[src/rtl/shift_arbiter_pkg.sv]
// shift_arbiter_pkg: shared widths, output-state encoding and requester id type for shift_arbiter.
// ARITH_EN follows the SHIFT_ARBITER_ARITH_EN macro.
package shift_arbiter_pkg;
    localparam int WIDTH = 32;
    localparam int SHW = 5;
`ifdef SHIFT_ARBITER_ARITH_EN
    localparam bit ARITH_EN = 1'b1;
`else
    localparam bit ARITH_EN = 1'b0;
`endif
    typedef enum logic {EMPTY = 1'b0, FULL = 1'b1} out_state_t;
    typedef logic req_id_t;
endpackage

[src/rtl/shift_core.sv]
// shift_core: combinational 5-stage logarithmic right shifter with a fill-bit input.
module shift_core
    import shift_arbiter_pkg::*;
(
    input  logic [WIDTH-1:0] i_data,
    input  logic [SHW-1:0]   i_sha,
    input  logic             i_fill,
    output logic [WIDTH-1:0] o_data
);
    logic [WIDTH-1:0] w_stage [SHW+1];
    assign w_stage[0] = i_data;
    for (genvar g = 0; g < SHW; g++) begin : g_stage
        assign w_stage[g+1] = i_sha[g] ? {{(1 << g){i_fill}}, w_stage[g][WIDTH-1:(1 << g)]} : w_stage[g];
    end
    assign o_data = w_stage[SHW];
endmodule

[src/rtl/shift_arbiter.sv]
// shift_arbiter: round-robin arbitration of two requesters onto one shared right shifter
// with a one-entry output register. Arithmetic shifts only when SHIFT_ARBITER_ARITH_EN is defined.
module shift_arbiter #(
    parameter int WIDTH = shift_arbiter_pkg::WIDTH,
    parameter int SHW   = shift_arbiter_pkg::SHW
) (
    input  logic             clk,
    input  logic             rst_n,
    input  logic             req0_valid,
    output logic             req0_ready,
    input  logic [WIDTH-1:0] req0_data,
    input  logic [SHW-1:0]   req0_sha,
    input  logic             req0_arith,
    input  logic             req1_valid,
    output logic             req1_ready,
    input  logic [WIDTH-1:0] req1_data,
    input  logic [SHW-1:0]   req1_sha,
    input  logic             req1_arith,
    output logic             rsp_valid,
    input  logic             rsp_ready,
    output logic [WIDTH-1:0] rsp_data,
    output logic             rsp_id
);
    import shift_arbiter_pkg::*;
    out_state_t       r_state, w_state_nxt;
    logic             r_ptr;
    logic [WIDTH-1:0] r_data;
    req_id_t          r_id;
    logic             w_accept, w_gnt0, w_gnt1, w_fill;
    logic [WIDTH-1:0] w_data, w_shift;
    logic [SHW-1:0]   w_sha;
    // rst_n gating keeps both readies low during reset even though the state is EMPTY
    assign w_accept = rst_n && (r_state == EMPTY || rsp_ready);
    assign w_gnt0   = w_accept && req0_valid && (!req1_valid || !r_ptr);
    assign w_gnt1   = w_accept && req1_valid && (!req0_valid || r_ptr);
    assign w_data   = w_gnt1 ? req1_data : req0_data;
    assign w_sha    = w_gnt1 ? req1_sha : req0_sha;
    assign w_fill   = ARITH_EN && (w_gnt1 ? req1_arith : req0_arith) && w_data[WIDTH-1];
    shift_core u_core (
        .i_data (w_data),
        .i_sha  (w_sha),
        .i_fill (w_fill),
        .o_data (w_shift)
    );
    always_comb begin
        w_state_nxt = (w_gnt0 || w_gnt1) ? FULL : (rsp_ready ? EMPTY : r_state);
    end
    always_ff @(posedge clk or negedge rst_n) begin
        if (!rst_n) begin
            r_state <= EMPTY;
            r_ptr   <= 1'b0;
            r_data  <= '0;
            r_id    <= 1'b0;
        end else begin
            r_state <= w_state_nxt;
            if (w_gnt0 || w_gnt1) begin
                r_data <= w_shift;
                r_id   <= req_id_t'(w_gnt1);
                r_ptr  <= ~w_gnt1;
            end
        end
    end
    assign req0_ready = w_gnt0;
    assign req1_ready = w_gnt1;
    assign rsp_valid  = (r_state == FULL);
    assign rsp_data   = r_data;
    assign rsp_id     = r_id;
endmodule

[config.mk]
export PLATFORM = sky130hd
export DESIGN_NAME = shift_arbiter
export DESIGN_NICKNAME = d
export VERILOG_FILES = /design/src/rtl/shift_arbiter_pkg.sv /design/src/rtl/shift_core.sv /design/src/rtl/shift_arbiter.sv
export SDC_FILE = /design/constraint.sdc
export NUM_CORES = 1
export LEC_CHECK = 0
export BUFFER_PORTS_ARGS = -buffer_cell sky130_fd_sc_hd__buf_2
export CAP_MARGIN = 0
export CELL_PAD_IN_SITES_DETAIL_PLACEMENT = 0
export CELL_PAD_IN_SITES_GLOBAL_PLACEMENT = 1
export CORE_UTILIZATION = 41
export DETAILED_ROUTE_END_ITERATION = 7
export PLACE_DENSITY = 0.83
export SETUP_SLACK_MARGIN = 0.3
export SLEW_MARGIN = 10
export SYNTH_ARGS = -nofsm -noshare
export SYNTH_HDL_FRONTEND = slang
export SYNTH_SLANG_ARGS = --single-unit
[constraint.sdc]
create_clock -name clk -period 3 [get_ports clk]
set_clock_uncertainty 0.2 [all_clocks]
set_input_delay 0.6 -clock clk [delete_from_list [all_inputs] [get_ports clk]]
set_output_delay 0.6 -clock clk [all_outputs]
set_load 0.1 [all_outputs]
-- Word-level counts from Yosys, hierarchy flattened
Index checks and enable logic that the tools add are counted.
- mux-type cells: 9
- reductions and logical operators: 13
- bitwise operators: 2
- operators with widths (operator ; count):
    2-to-1 mux 32 bit ; 6
    logical AND 1 bit ; 5
    2-to-1 mux 5 bit ; 1
    logical OR 1 bit ; 4
    logical NOT 1 bit ; 3
    2-to-1 mux 1 bit ; 2
    inverter 1 bit ; 2
    nonzero test 2 bit ; 1
- output and inout port bits: 36
- input bits: 81
- word-level logic and storage cells: 28
- flip-flop bits (word level): 35

-- Depth between registers and ports, before layout
- depth after elaboration: 11
- mapped depth: 10
- gate-level depth less buffers: 7

-- By module
From an unflattened synthesis, not the netlist that was laid out.
- cell total of the unflattened synthesis: 352
- area, all modules: 3972.6 µm²
- by module, submodules not included (module ; seq. area each (µm²) ; area an instance (µm²) ; instances ; cells each):
    shift_core ; 0.0 ; 2085.8 ; 1 ; 228
    shift_arbiter ; 875.8 ; 1886.8 ; 1 ; 124

-- Worst setup path before layout
No wires, ideal clock.
- path type: register to register
- start point: register r_state (netlist: rsp_valid)
- end point: register r_data[11] (netlist: rsp_data[11])
- buffers on the path: 3
- clock period less this slack: 2.977 ns
- slack: 0.023 ns
- setup time: 0.087 ns
- data arrival time: 2.690 ns
- data required time: 2.713 ns
- stages on the path, launching flop included: 11
- cells stage by stage: dfrtp_1 > nand2b_1 > buf_6 > nand4_4 > inv_4 > buf_2 > buf_2 > mux2i_1 > o221ai_1 > a2bb2oi_1 > o211ai_1
- cells in the longest elaborated chain, start to end: 11
- elaborated cells on any way between the ends: 15
- those cells by class: 7 x mux; 1 x bitwise; 7 x reduce/logical
- ends and longest elaborated chain (element ; line ; text):
    start: declaration ; shift_arbiter.sv:25 ; out_state_t r_state, w_state_nxt;
    start signal: assignment ; shift_arbiter.sv:55 ; r_state <= w_state_nxt;
    inverter 1 bit (*) ; shift_arbiter.sv:33 ; assign w_accept = rst_n && (r_state == EMPTY || rsp_ready);
    logical OR 1 bit (*) ; shift_arbiter.sv:33 ;
    logical AND 1 bit (*) ; shift_arbiter.sv:33 ;
    logical AND 1 bit (*) (2 in series) ; shift_arbiter.sv:35 ; assign w_gnt1 = w_accept && req1_valid && (!req0_valid || r_ptr);
    via req1_ready ; shift_arbiter.sv:15 ; output logic req1_ready,
    2-to-1 mux 32 bit or 2-to-1 mux 5 bit (tied branches) ; shift_arbiter.sv:36, shift_arbiter.sv:37 ;
    2-to-1 mux 32 bit (5 in series) ; shift_core.sv:13 ; assign w_stage[g+1] = i_sha[g] ? {{(1 << g){i_fill}}, w_stage[g][WIDTH-1:(1 << g)]} : w_stage[g];
    end signal: assignment ; shift_arbiter.sv:57 ; r_data <= w_shift;
    end: declaration ; shift_arbiter.sv:27 ; logic [WIDTH-1:0] r_data;
Mark *: on every way through the listed nets, which the timed path passes. The rest lies on a longest branch.
A chain may end at the register's enable or synchronous reset.

-- Final worst setup path
- start point: input req0_sha[0]
- end point: register r_data[18] (netlist: rsp_data[18])
- cells in the longest elaborated chain, start to end: 6
- ends and longest elaborated chain (element ; line ; text):
    start: declaration ; shift_arbiter.sv:12 ; input logic [SHW-1:0] req0_sha,
    2-to-1 mux 5 bit ; shift_arbiter.sv:37 ; assign w_sha = w_gnt1 ? req1_sha : req0_sha;
    2-to-1 mux 32 bit (5 in series) ; shift_core.sv:13 ;
No other way between the ends.

==> flow_summary.toml <==
[run_status]
status = "completed"

[detailed_routing]
ant_nets = 0
initialDrtViolationCount = 308
viasPerCell = 6.18
vias = 4331
drc = 0
wl_per_cell_um = 21.3
firstDrtPassIters = 5
drt-total-wl_um = 15000

[clock_network]
worstSkewPairLatency_ns = 0.28
cts_tree = "built"
cts_resized = 0
cts.sinks = 35
clock_path_buffers = 2
h-tree-depth = 2
clk_pin_slew_ns = 0.07
cts_buffers = 5
cts_root_buffer = "clkbuf_8"

[layout]
final_cell_area_mm2 = 0.00522
layout-drive-gt1-share = 0.405
syn_to_final_growth_pct = 21.3
fillers = 1029
nets = 645
diodes = 0

[power]
vdd_ir_drop_max_mv = 0.369
leakage_nw = 2.47
p_per_area_mw_per_mm2 = 506
switching_share = 0.550
p_total_mw = 2.64
power_switching_mw = 1.45
power_frac_clock = 0.125
sequentialPowerShare = 0.238
p_comb_frac = 0.637
p_int_mw = 1.19

[global_route]
grt_first_pass_wirelength_um = 23200
overflow = 0
grt_max_degree = 33
grt_pass1_vias = 4213
grtUsageTotal = 0.277
antenna_found_initial = 0

[floorplan]
dieArea_mm2 = 0.0109
num_rows = 37
start_util = 0.421
die_w_um = 104
die_h_um = 104
coreArea_mm2 = 0.0102
ios = 117

[hold_path]
hp-class = "reg2reg"

[placement]
place_hpwl_um = 12300
port-buffer-count = 114
globalplace.congestion = 0.926
placed_cell_area_mm2 = 0.00513

[timing]
slew_viol_final = 0
setup_tns_ns = 0
period_share = 0.868
rsz0062_at_grt = "false"
fmax_mhz = 384
whs_ns = 0.274
tightest_slew_ns = 0.613
setup_violations = 0
finalHoldViolations = 0
fin_crit_ns = 2.60
relSlewSlack = 0.592

[logic_synthesis]
synth_area_mm2 = 0.00430
postSynthNetCount = 528
synthCells = 447
synth-async-reset-ratio = 1.00
ys_seq_elements = 35
ys_seq_area_frac = 0.203
ys.warnings.count = 0
synth_edf_count = 0
synth_cell_type_count = 60
synth_area_per_cell_um2 = 9.63
synth-main-ff-cell = "dfrtp_1"

[critical_path]
cp.required_ns = 2.97
worst_ep_arrival_time_ns = 2.57
worstSetupStartpointType = "input port"
cp_max_fo = 15
critical_path_class = "in2reg"
endpoint_kind = "flip-flop"

[flow_run]
maxCapViolCount = 0
[synthesized netlist by cell type, drive strengths merged (3+ instances only)]
| cell | n | area share |
|---|---|---|
| a22oi | 7 | 0.012 |
| nor2 | 25 | 0.022 |
| o21ai | 22 | 0.026 |
| nand2 | 51 | 0.044 |
| nor3 | 8 | 0.0093 |
| clkbuf | 9 | 0.0081 |
| o211ai | 11 | 0.019 |
| inv | 11 | 0.010 |
| mux2i | 69 | 0.16 |
| a211o | 4 | 0.0081 |
| a21oi | 16 | 0.019 |
| a2bb2oi | 7 | 0.014 |
| a22o | 5 | 0.010 |
| mux4 | 28 | 0.15 |
| buf | 28 | 0.047 |
| dfrtp | 35 | 0.20 |
| o22a | 4 | 0.0081 |
| a211oi | 7 | 0.012 |
| mux2 | 41 | 0.11 |
| and3 | 3 | 0.0044 |
| nand2b | 5 | 0.0073 |
| o221ai | 6 | 0.012 |
| nand3 | 7 | 0.0081 |
| a221o | 4 | 0.0093 |
[kinds of logic (layout without fill, tap and decap cells)]
kind of cell / count (synthesis) / in the layout / synth area share
compound gates: 117 / 117 / 0.201
simple gates: 109 / 109 / 0.115
buf+inv: 48 / 166 / 0.0654
mux: 138 / 138 / 0.414
flops: 35 / 35 / 0.203
[power groups by stage]
stage / Combinational (mW) / Clock [mW] / Sequential, mW
floorplan: 0.580 / 0 / 1.31
global placement: 1.66 / 0 / 0.632
finish: 1.68 / 0.331 / 0.627
global route: 1.76 / 0.356 / 0.636
CTS: 1.67 / 0.334 / 0.627
detailed placement: 1.67 / 0 / 0.637
[timing repair]
action	CTS	global route
endpoints found under the hold margin	3	0
setup buffers	0	0
hold buffers	1	0
[routing by layer]
metal  vias up  track usage  wire length (µm)
li1       1986            -                 -
met2       192        0.452              7020
met3        30       0.0470               982
met4         0        0.100               471
met5         -            0                 0
met1      2123        0.367              6490
[final timing paths]
check | start | to | slack, ns | cells after the start
worst max-delay path | req0_sha[0] | rsp_data[18] | 0.40 | 6
worst min-delay path | rsp_data[29] | rsp_data[29] | 0.27 | 2
worst max register to register | rsp_valid | rsp_data[4] | 0.51 | 7
worst min register to register | rsp_data[29] | rsp_data[29] | 0.27 | 2
max in group asynchronous | rst_n | rsp_data[10] | 1.79 | 2
min in group asynchronous | rst_n | rsp_data[21] | 0.33 | 2
[metrics by stage]
step | cells | util | setup slack [ns]
finish | 701 | 0.510 | 0.397
global route | 701 | 0.510 | 0.320
CTS | 701 | 0.510 | 0.464
detailed placement | 692 | 0.501 | 0.169
global placement | 692 | 0.501 | 0.193
floorplan | 447 | - | 0.418
[flip-flops by register name (all words and copies together) (netlist names)]
| signal | count |
|---|---|
| r_ptr | 1 |
| rsp_data | 32 |
| rsp_id | 1 |
| rsp_valid | 1 |
[worst max-delay path: stages]
cell       delay, ns
buf_2           0.33
mux4_2          0.57
a2bb2oi_1       0.31
mux2i_1         0.17
a221o_1         0.39
a22o_1          0.20
[cell usage in the layout (no fill, tap or decap), types with 6 or more instances in the layout]
master / synthesis / routed
a211oi_1: 7 / 7
a2bb2oi_1: 7 / 7
nor3_1: 8 / 8
a21oi_1: 15 / 15
o21ai_0: 21 / 21
mux2_2: 40 / 40
nor2_1: 25 / 25
o221ai_1: 6 / 6
nand3_1: 7 / 7
nand2_1: 51 / 51
buf_12: 1 / 6
mux4_2: 28 / 28
dfrtp_1: 35 / 34
mux2i_1: 69 / 69
buf_2: 14 / 112
inv_1: 9 / 9
o211ai_1: 11 / 11
buf_4: 7 / 28
a22oi_1: 7 / 7
[final cells by class]
class,instances,area [µm²],area share
inverter,11,43.8,0.00839
multi-input combinational,364,3150,0.603
tap,136,170,0.0326
sequential,35,877,0.168
timing repair buffer,147,901,0.173
clock buffer,7,76.3,0.0146
clock inverter,1,5.00,0.000959
No activity file was read; power rests on OpenSTA's default activity.
